$ cat src/rtl/rram_pulse_sequencer.sv
// ============================================================================
// Module   : rram_pulse_sequencer
// Function : Wishbone-programmed FORM/SET/RESET/READ pulse sequencer for the
//            RRAM test array. Optional program-and-verify loop: RRAM_VERIFY_EN.
// Revision : 1.0
// ============================================================================
`default_nettype none

module rram_pulse_sequencer #(
   parameter int          ROWS       = 8,
   parameter int          COLS       = 8,
   parameter logic [31:0] BASE_ADDR  = 32'h3000_0000,
   parameter int          MAX_PULSES = 16
) (
   input  logic            wb_clk_i,
   input  logic            wb_rst_i,
   input  logic            wbs_stb_i,
   input  logic            wbs_cyc_i,
   input  logic            wbs_we_i,
   input  logic [3:0]      wbs_sel_i,
   input  logic [31:0]     wbs_adr_i,
   input  logic [31:0]     wbs_dat_i,
   output logic            wbs_ack_o,
   output logic [31:0]     wbs_dat_o,
   output logic [ROWS-1:0] row_sel,
   output logic [COLS-1:0] col_sel,
   output logic [1:0]      drv_mode,
   output logic            pulse_en,
   output logic            sense_en,
   input  logic            sense_in,
   output logic            irq
);

`ifdef RRAM_VERIFY_EN
   localparam bit c_VERIFY = 1'b1;
`else
   localparam bit c_VERIFY = 1'b0;
`endif

   typedef enum logic [2:0] {
      S_IDLE    = 3'd0,
      S_SETUP   = 3'd1,
      S_PULSE   = 3'd2,
      S_SENSE   = 3'd3,
      S_RECOVER = 3'd4,
      S_VSENSE  = 3'd5,
      S_DONE    = 3'd6
   } state_t;

   state_t            r_state;
   logic [15:0]       r_cnt;
   logic              r_ack;
   logic [31:0]       r_dat;
   logic [1:0]        r_op;
   logic              r_irq_en;
   logic [7:0]        r_row;
   logic [7:0]        r_col;
   logic [15:0]       r_pulse_w;
   logic [7:0]        r_setup_w;
   logic [7:0]        r_recover_w;
   logic              r_busy;
   logic              r_done;
   logic              r_aborted;
   logic              r_addr_err;
   logic              r_verify_fail;
   logic [7:0]        r_pulses_used;
   logic              r_sense_bit;
   logic [ROWS-1:0]   r_row_sel;
   logic [COLS-1:0]   r_col_sel;
   logic [1:0]        r_drv_mode;
   logic              r_pulse_en;
   logic              r_sense_en;

   logic              w_hit, w_acc, w_wr, w_aligned;
   logic              w_wr_ctrl, w_wr_addr, w_wr_tim, w_wr_stat;
   logic              w_start, w_abort, w_abort_req, w_addr_bad, w_sense_ok;
   logic [1:0]        w_op_new;
   logic [15:0]       w_setup_ld, w_pulse_ld, w_rec_ld;
   logic [7:0]        w_pu_inc;
   logic [ROWS-1:0]   w_row_oh;
   logic [COLS-1:0]   w_col_oh;
   logic [31:0]       w_rd_val;

   assign w_hit     = wbs_stb_i & wbs_cyc_i & (wbs_adr_i[31:4] == BASE_ADDR[31:4]);
   // Accept only when no ack is outstanding so acks can never be back-to-back.
   assign w_acc     = w_hit & ~r_ack;
   assign w_wr      = w_acc & wbs_we_i;
   assign w_aligned = (wbs_adr_i[1:0] == 2'b00);
   assign w_wr_ctrl = w_wr & w_aligned & (wbs_adr_i[3:2] == 2'd0);
   assign w_wr_addr = w_wr & w_aligned & (wbs_adr_i[3:2] == 2'd1);
   assign w_wr_tim  = w_wr & w_aligned & (wbs_adr_i[3:2] == 2'd2);
   assign w_wr_stat = w_wr & w_aligned & (wbs_adr_i[3:2] == 2'd3);

   assign w_abort_req = w_wr_ctrl & wbs_sel_i[0] & wbs_dat_i[3];
   assign w_abort     = w_abort_req & (r_state != S_IDLE);
   assign w_start     = w_wr_ctrl & wbs_sel_i[0] & wbs_dat_i[2] & ~w_abort_req &
                        (r_state == S_IDLE);
   assign w_op_new    = (w_wr_ctrl & wbs_sel_i[0] & ~r_busy) ? wbs_dat_i[1:0] : r_op;

   assign w_addr_bad  = (int'(r_row) >= ROWS) || (int'(r_col) >= COLS);
   assign w_row_oh    = {{(ROWS-1){1'b0}}, 1'b1} << r_row;
   assign w_col_oh    = {{(COLS-1){1'b0}}, 1'b1} << r_col;

   assign w_setup_ld  = (r_setup_w == 8'd0)    ? 16'd0 : {8'd0, r_setup_w} - 16'd1;
   assign w_pulse_ld  = (r_pulse_w == 16'd0)   ? 16'd0 : r_pulse_w - 16'd1;
   assign w_rec_ld    = (r_recover_w == 8'd0)  ? 16'd0 : {8'd0, r_recover_w} - 16'd1;
   assign w_pu_inc    = (r_pulses_used == 8'hFF) ? 8'hFF : r_pulses_used + 8'd1;
   // RESET programs a high-resistance state, so a verified RESET senses 0.
   assign w_sense_ok  = (r_op == 2'd2) ? ~sense_in : sense_in;

   always_comb begin
      w_rd_val = 32'd0;
      if (w_aligned) begin
         case (wbs_adr_i[3:2])
            2'd0:    w_rd_val = {27'd0, r_irq_en, 2'b00, r_op};
            2'd1:    w_rd_val = {16'd0, r_col, r_row};
            2'd2:    w_rd_val = {r_recover_w, r_setup_w, r_pulse_w};
            default: w_rd_val = {15'd0, r_sense_bit, r_pulses_used, 3'd0, r_verify_fail,
                                 r_addr_err, r_aborted, r_done, r_busy};
         endcase
      end
   end

   always_ff @(posedge wb_clk_i or posedge wb_rst_i) begin
      if (wb_rst_i) begin
         r_state       <= S_IDLE;
         r_cnt         <= 16'd0;
         r_ack         <= 1'b0;
         r_dat         <= 32'd0;
         r_op          <= 2'd0;
         r_irq_en      <= 1'b0;
         r_row         <= 8'd0;
         r_col         <= 8'd0;
         r_pulse_w     <= 16'd0;
         r_setup_w     <= 8'd0;
         r_recover_w   <= 8'd0;
         r_busy        <= 1'b0;
         r_done        <= 1'b0;
         r_aborted     <= 1'b0;
         r_addr_err    <= 1'b0;
         r_verify_fail <= 1'b0;
         r_pulses_used <= 8'd0;
         r_sense_bit   <= 1'b0;
         r_row_sel     <= '0;
         r_col_sel     <= '0;
         r_drv_mode    <= 2'd0;
         r_pulse_en    <= 1'b0;
         r_sense_en    <= 1'b0;
      end else begin
         r_ack <= w_acc;
         r_dat <= (w_acc & ~wbs_we_i) ? w_rd_val : 32'd0;
         r_op  <= w_op_new;
         if (w_wr_ctrl & wbs_sel_i[0])
            r_irq_en <= wbs_dat_i[4];
         if (w_wr_addr & ~r_busy) begin
            if (wbs_sel_i[0]) r_row <= wbs_dat_i[7:0];
            if (wbs_sel_i[1]) r_col <= wbs_dat_i[15:8];
         end
         if (w_wr_tim & ~r_busy) begin
            if (wbs_sel_i[0]) r_pulse_w[7:0]  <= wbs_dat_i[7:0];
            if (wbs_sel_i[1]) r_pulse_w[15:8] <= wbs_dat_i[15:8];
            if (wbs_sel_i[2]) r_setup_w       <= wbs_dat_i[23:16];
            if (wbs_sel_i[3]) r_recover_w     <= wbs_dat_i[31:24];
         end
         if (w_wr_stat & wbs_sel_i[0] & wbs_dat_i[1])
            r_done <= 1'b0;

         if (w_abort) begin
            r_state    <= S_IDLE;
            r_row_sel  <= '0;
            r_col_sel  <= '0;
            r_drv_mode <= 2'd0;
            r_pulse_en <= 1'b0;
            r_sense_en <= 1'b0;
            r_aborted  <= 1'b1;
            r_done     <= 1'b1;
            r_busy     <= 1'b0;
         end else begin
            case (r_state)
               S_IDLE: begin
                  if (w_start) begin
                     r_aborted     <= 1'b0;
                     r_verify_fail <= 1'b0;
                     r_pulses_used <= 8'd0;
                     r_addr_err    <= w_addr_bad;
                     if (w_addr_bad) begin
                        r_state <= S_DONE;
                        r_done  <= 1'b1;
                     end else begin
                        r_state    <= S_SETUP;
                        r_busy     <= 1'b1;
                        r_row_sel  <= w_row_oh;
                        r_col_sel  <= w_col_oh;
                        r_drv_mode <= w_op_new;
                        r_cnt      <= w_setup_ld;
                     end
                  end
               end
               S_SETUP: begin
                  if (r_cnt == 16'd0) begin
                     r_cnt <= w_pulse_ld;
                     if (r_op != 2'd0) begin
                        r_state       <= S_PULSE;
                        r_pulse_en    <= 1'b1;
                        r_pulses_used <= w_pu_inc;
                     end else begin
                        r_state    <= S_SENSE;
                        r_sense_en <= 1'b1;
                     end
                  end else begin
                     r_cnt <= r_cnt - 16'd1;
                  end
               end
               S_PULSE, S_SENSE: begin
                  if (r_cnt == 16'd0) begin
                     if (r_state == S_SENSE)
                        r_sense_bit <= sense_in;
                     r_state    <= S_RECOVER;
                     r_pulse_en <= 1'b0;
                     r_sense_en <= 1'b0;
                     r_cnt      <= w_rec_ld;
                  end else begin
                     r_cnt <= r_cnt - 16'd1;
                  end
               end
               S_RECOVER: begin
                  if (r_cnt != 16'd0) begin
                     r_cnt <= r_cnt - 16'd1;
                  end else if (c_VERIFY && (r_op != 2'd0)) begin
                     r_state    <= S_VSENSE;
                     r_sense_en <= 1'b1;
                     r_drv_mode <= 2'd0;
                     r_cnt      <= w_pulse_ld;
                  end else begin
                     r_state    <= S_DONE;
                     r_row_sel  <= '0;
                     r_col_sel  <= '0;
                     r_drv_mode <= 2'd0;
                     r_done     <= 1'b1;
                     r_busy     <= 1'b0;
                  end
               end
               S_VSENSE: begin
                  if (r_cnt != 16'd0) begin
                     r_cnt <= r_cnt - 16'd1;
                  end else begin
                     r_sense_bit <= sense_in;
                     r_sense_en  <= 1'b0;
                     if (!w_sense_ok && (int'(r_pulses_used) < MAX_PULSES)) begin
                        r_state       <= S_PULSE;
                        r_pulse_en    <= 1'b1;
                        r_drv_mode    <= r_op;
                        r_cnt         <= w_pulse_ld;
                        r_pulses_used <= w_pu_inc;
                     end else begin
                        r_state       <= S_DONE;
                        r_verify_fail <= ~w_sense_ok;
                        r_row_sel     <= '0;
                        r_col_sel     <= '0;
                        r_drv_mode    <= 2'd0;
                        r_done        <= 1'b1;
                        r_busy        <= 1'b0;
                     end
                  end
               end
               S_DONE:  r_state <= S_IDLE;
               default: r_state <= S_IDLE;
            endcase
         end
      end
   end

   assign wbs_ack_o = r_ack;
   assign wbs_dat_o = r_dat;
   assign row_sel   = r_row_sel;
   assign col_sel   = r_col_sel;
   assign drv_mode  = r_drv_mode;
   assign pulse_en  = r_pulse_en;
   assign sense_en  = r_sense_en;
   assign irq       = r_done & r_irq_en;

endmodule

`default_nettype wire

$ cat config.mk
export PLATFORM = sky130hd
export DESIGN_NAME = rram_pulse_sequencer
export DESIGN_NICKNAME = d
export VERILOG_FILES = /design/src/rtl/rram_pulse_sequencer.sv
export SDC_FILE = /design/constraint.sdc
export NUM_CORES = 1
export LEC_CHECK = 0
export ABC_AREA = 1
export CORE_AREA = 2 2 146 148
export CTS_CLUSTER_DIAMETER = 120
export DETAILED_ROUTE_END_ITERATION = 10
export DIE_AREA = 0 0 148 150
export HOLD_SLACK_MARGIN = 0.02
export PLACE_DENSITY = 0.66
export RECOVER_POWER = 25
export SYNTH_ARGS = -nofsm -noshare
export SYNTH_HDL_FRONTEND = slang
export SYNTH_SLANG_ARGS = --single-unit
export TNS_END_PERCENT = 50
$ cat constraint.sdc
create_clock -name wb_clk_i -period 8.2 [get_ports wb_clk_i]
set_input_delay 1.23 -clock wb_clk_i [delete_from_list [all_inputs] [get_ports wb_clk_i]]
set_output_delay 1.23 -clock wb_clk_i [all_outputs]
set_load 0.005 [all_outputs]
==> summary.md <==
| Metric | Value |
|---|---|
| Status | finished with violations |
| Failing checks | capacitance limit, slew limit |
| Routed WL | roughly 22 mm |
| Max IR drop VDD | between 0.1 and 0.15 mV |
| Synth unique cells | 47 |
| Power per cell area | about 150 nW/um^2 |
| Residual DRC count | 0 |
| NumNets Final | 1285 |
| #FFs+latches synth | 137 |
| RSZ-0062 raised after global routing | no |
| Synth top cells by count | nand2_1 (297), dfrtp_1 (137), inv_1 (123) |
| Chip height | approximately 150 um |
| Hold_buf cts | 0 |
| Data arrival, critical path | 4.45 ns |
| Post-CTS sizing | 0 |
| Post-Syn Area per Cell | ~7.4 sq um |
| CTS Buf Count | 17 |
| Post-synth ARST share | between 90% and 100% |
| Mapped cell area | just over 8000 sq um |
| Reg-to-Reg End | r_cnt[6] |
| Worst slew pin tran | around 3.1 ns |
| Sequential share of power | approximately 45% |
| Vias in the first global route | around 7300 |
| Minimum clock period | around 4 ns |
| Post-synth EDFFs | 0 |
| Crit Path Class | in -> async |
| Relative slew slack | -105% |
| CTS clk-pin slew, worst paths | about 0.060 ns |
| Largest net degree at the start of global routing | 70 |
| HP Class | reg -> reg |
| Initial antenna violation count | 0 |
| Wire per inst | between 10 and 15 um |
| Core area | approximately 21000 sq um |
| Final TNS setup | 0 ns |
| # Post-CTS Setup Buffers | 0 |
| Slowest stage delay, CP | 1.72 ns |
| Critical path required time | 8.64 ns |
| Warnings, synthesis | 0 |
| Top Ports | between 100 and 150 |
| Placed inst area | about 9500 sq um |
| HP Start | r_recover_w[1] |
| Switching share of power | a little under a quarter |
| Pleak | slightly below 5 nW |
| Critical path buffers and inverters | 3 |
| Slowest CP cell | clkinvlp_2 |
| Worst skew pair latency | 0.43 ns |
| Final ANT Viol Nets | 0 |
| Total gr overflow | 0 |
| First-pass GRT wire length | between 30 and 40 mm |
| Int Power | about 1.2 mW |
| CTS tree | built |
| Clk sink count | ~140 |
| P&R area growth vs syn | 25.0% |
| F_max | about 0.25 GHz |
| CP Launch Type | input pin |
| Clock buffer depth | 2 |
| Initial DRC Count | between 500 and 600 |
| CP endpoint kind | asynchronous set/reset pin |
| Post-Syn Instances | between 1000 and 1500 |
| Rows | 53 |
| H-tree Lvls | 4 |
| Hold EP | r_recover_w[1] |
| DIE WIDTH | about 150 um |
| Gate power share | 5.0% |
| Cell Chain, Critical Path | dlygate4sd3_1 > clkinvlp_2 > buf_4 |
| Sequential-to-total area share from yosys stat | 42.4% |
| CTS root buffer | clkbuf_16 |
| Count leader, synth | nand2_1 |
| Vias after detailed routing | 7600 |
| Via-to-Cell Ratio | about 5.1 |
| Synth top area share | between 40 and 50% |
| N_diodes | 0 |
| GRT Overall Usage | 20.8% |
| Max_cap viols | 1 |
| Detailed-router iteration count before antenna repair | 5 |
| Min-Delay Path Depth | 2 |
| Fin area | just over 10000 sq um |
| Starting density of the core | 39.0% |
| Switching pwr | ~350 uW |
| Final setup fails | 0 |
| GPL Wtd Cong | between 0.8 and 0.9 |
| Post-synth top area cell | dfrtp_1 |
| Die ar. | about 22000 sq um |
| Crit Reg-Reg Startpoint | r_pulse_w[0] |
| Worst Skew | 0.0117 ns |
| Layout cells sized above 1 | 9.27% |
| Crit path max-delay family | buffers and inverters |
| Clock power share | between 50% and 60% |
| Area contributors post-synth | dfrtp_1 (42%), nand2_1 (14%), nand3_1 (6.4%) |
| Hold Vio Cnt, Final | 0 |
| Worst-path fanout max | 69 |
| Tcrit/Tclk final | about half |
| Detailed Place HPWL | 16.9 mm |
| FF-to-FF path depth | 11 |
| PortBufs | 127 |
| Synth Flop Type | dfrtp_1 |
| Synthesized Nets | about 1200 |
| Hold Slack | 0.485 ns |
| Max Slew Vio Count | 70 |
| Reg2reg setup slack | roughly 5.4 ns |
[cell families (layout without fill, tap and decap cells)]
logic type               Yosys count  in the layout  synth area share (%)
AND/OR/NAND/NOR                  597            597                  33.8
buffers and inverters            166            300                  8.58
AO/OA/AOI/OAI                    151            151                  11.3
flip-flops                       137            137                  42.4
XOR/XNOR                          29             29                  3.14
adder cells (fa/ha/maj)            5              5                 0.775
[cell usage in the layout (no fill, tap or decap), types with 16 or more instances in the layout]
master,synthesis,final
inv_2,16,16
inv_1,123,122
xor2_1,25,25
dfrtp_1,137,137
o21ai_2,24,24
nand3_1,104,104
nor3_1,33,33
a21oi_1,17,17
o21ai_0,64,64
clkdlybuf4s50_1,0,115
o21ai_1,16,16
clkbuf_16,0,17
nand2_1,297,298
nor2_1,102,104
[flip-flops by register name, summed over array words and instances (netlist names), 2 cells and up]
register / count
r_pulses_used: 8
col_sel: 8
r_row: 8
r_op: 2
r_col: 8
r_setup_w: 8
wbs_dat_o: 32
r_cnt: 16
drv_mode: 2
r_recover_w: 8
r_state: 3
r_pulse_w: 16
row_sel: 8
[worst reg2reg max path, cell delays in order, from the launching register on]
cell     delay [ns]
dfrtp_1        0.43
inv_1          0.09
ha_1           0.21
nand2_1        0.09
nor2_1         0.15
nand2_1        0.11
nor3_1         0.81
o21ai_0        0.35
nand3_1        0.15
nand4_1        0.12
nand2_1        0.08
o21ai_1        0.06
[through the flow]
step           setup WS (ns)  utilization, %  std cells  power, mW
4_1_cts                 4.36            48.9       1494       1.53
3_3_place_gp            4.14            46.1       1462      0.764
6_report                4.19            48.8       1494       1.51
3_5_place_dp            3.90            46.1       1462      0.766
5_1_grt                 3.57            48.8       1494       1.56
2_1_floorplan           3.30               -       1085      0.718
[metal layers]
metal,track usage [%],vias to the layer above,part of all wire (%)
li1,-,3761,-
met5,0,-,0
met2,33.3,238,46
met3,3.81,33,6.2
met1,28.3,3568,46
met4,7.29,0,1.9
[worst max path at each step]
stage | endpoint | start | cells past startpoint
after floorplan | col_sel[0] | wb_rst_i | 1
after global placement | r_setup_w[7] | wbs_adr_i[3] | 8
after detailed placement | r_pulse_w[5] | wbs_adr_i[3] | 7
after CTS | r_setup_w[6] | wbs_adr_i[3] | 8
after global routing | r_recover_w[2] | wb_rst_i | 3
final | r_recover_w[4] | wb_rst_i | 3
[layout make-up]
class                      instances  area, sq um
fill                            2061        10600
multi-input combinational        782         3940
sequential                       137         3430
timing repair buffer             129         1290
inverter                         139          523
clock buffer                      20          437
tap                              275          344
clock inverter                    12          143
[power by group through the flow]
stage                     clock (mW)  sequential, mW  combinational [mW]
after floorplan                    0           0.689              0.0291
after global placement             0           0.688              0.0761
after detailed placement           0           0.688              0.0772
after CTS                      0.772           0.676              0.0776
after global routing           0.805           0.676              0.0835
final                          0.761           0.676              0.0752
Power figures use the tool's default switching activity.
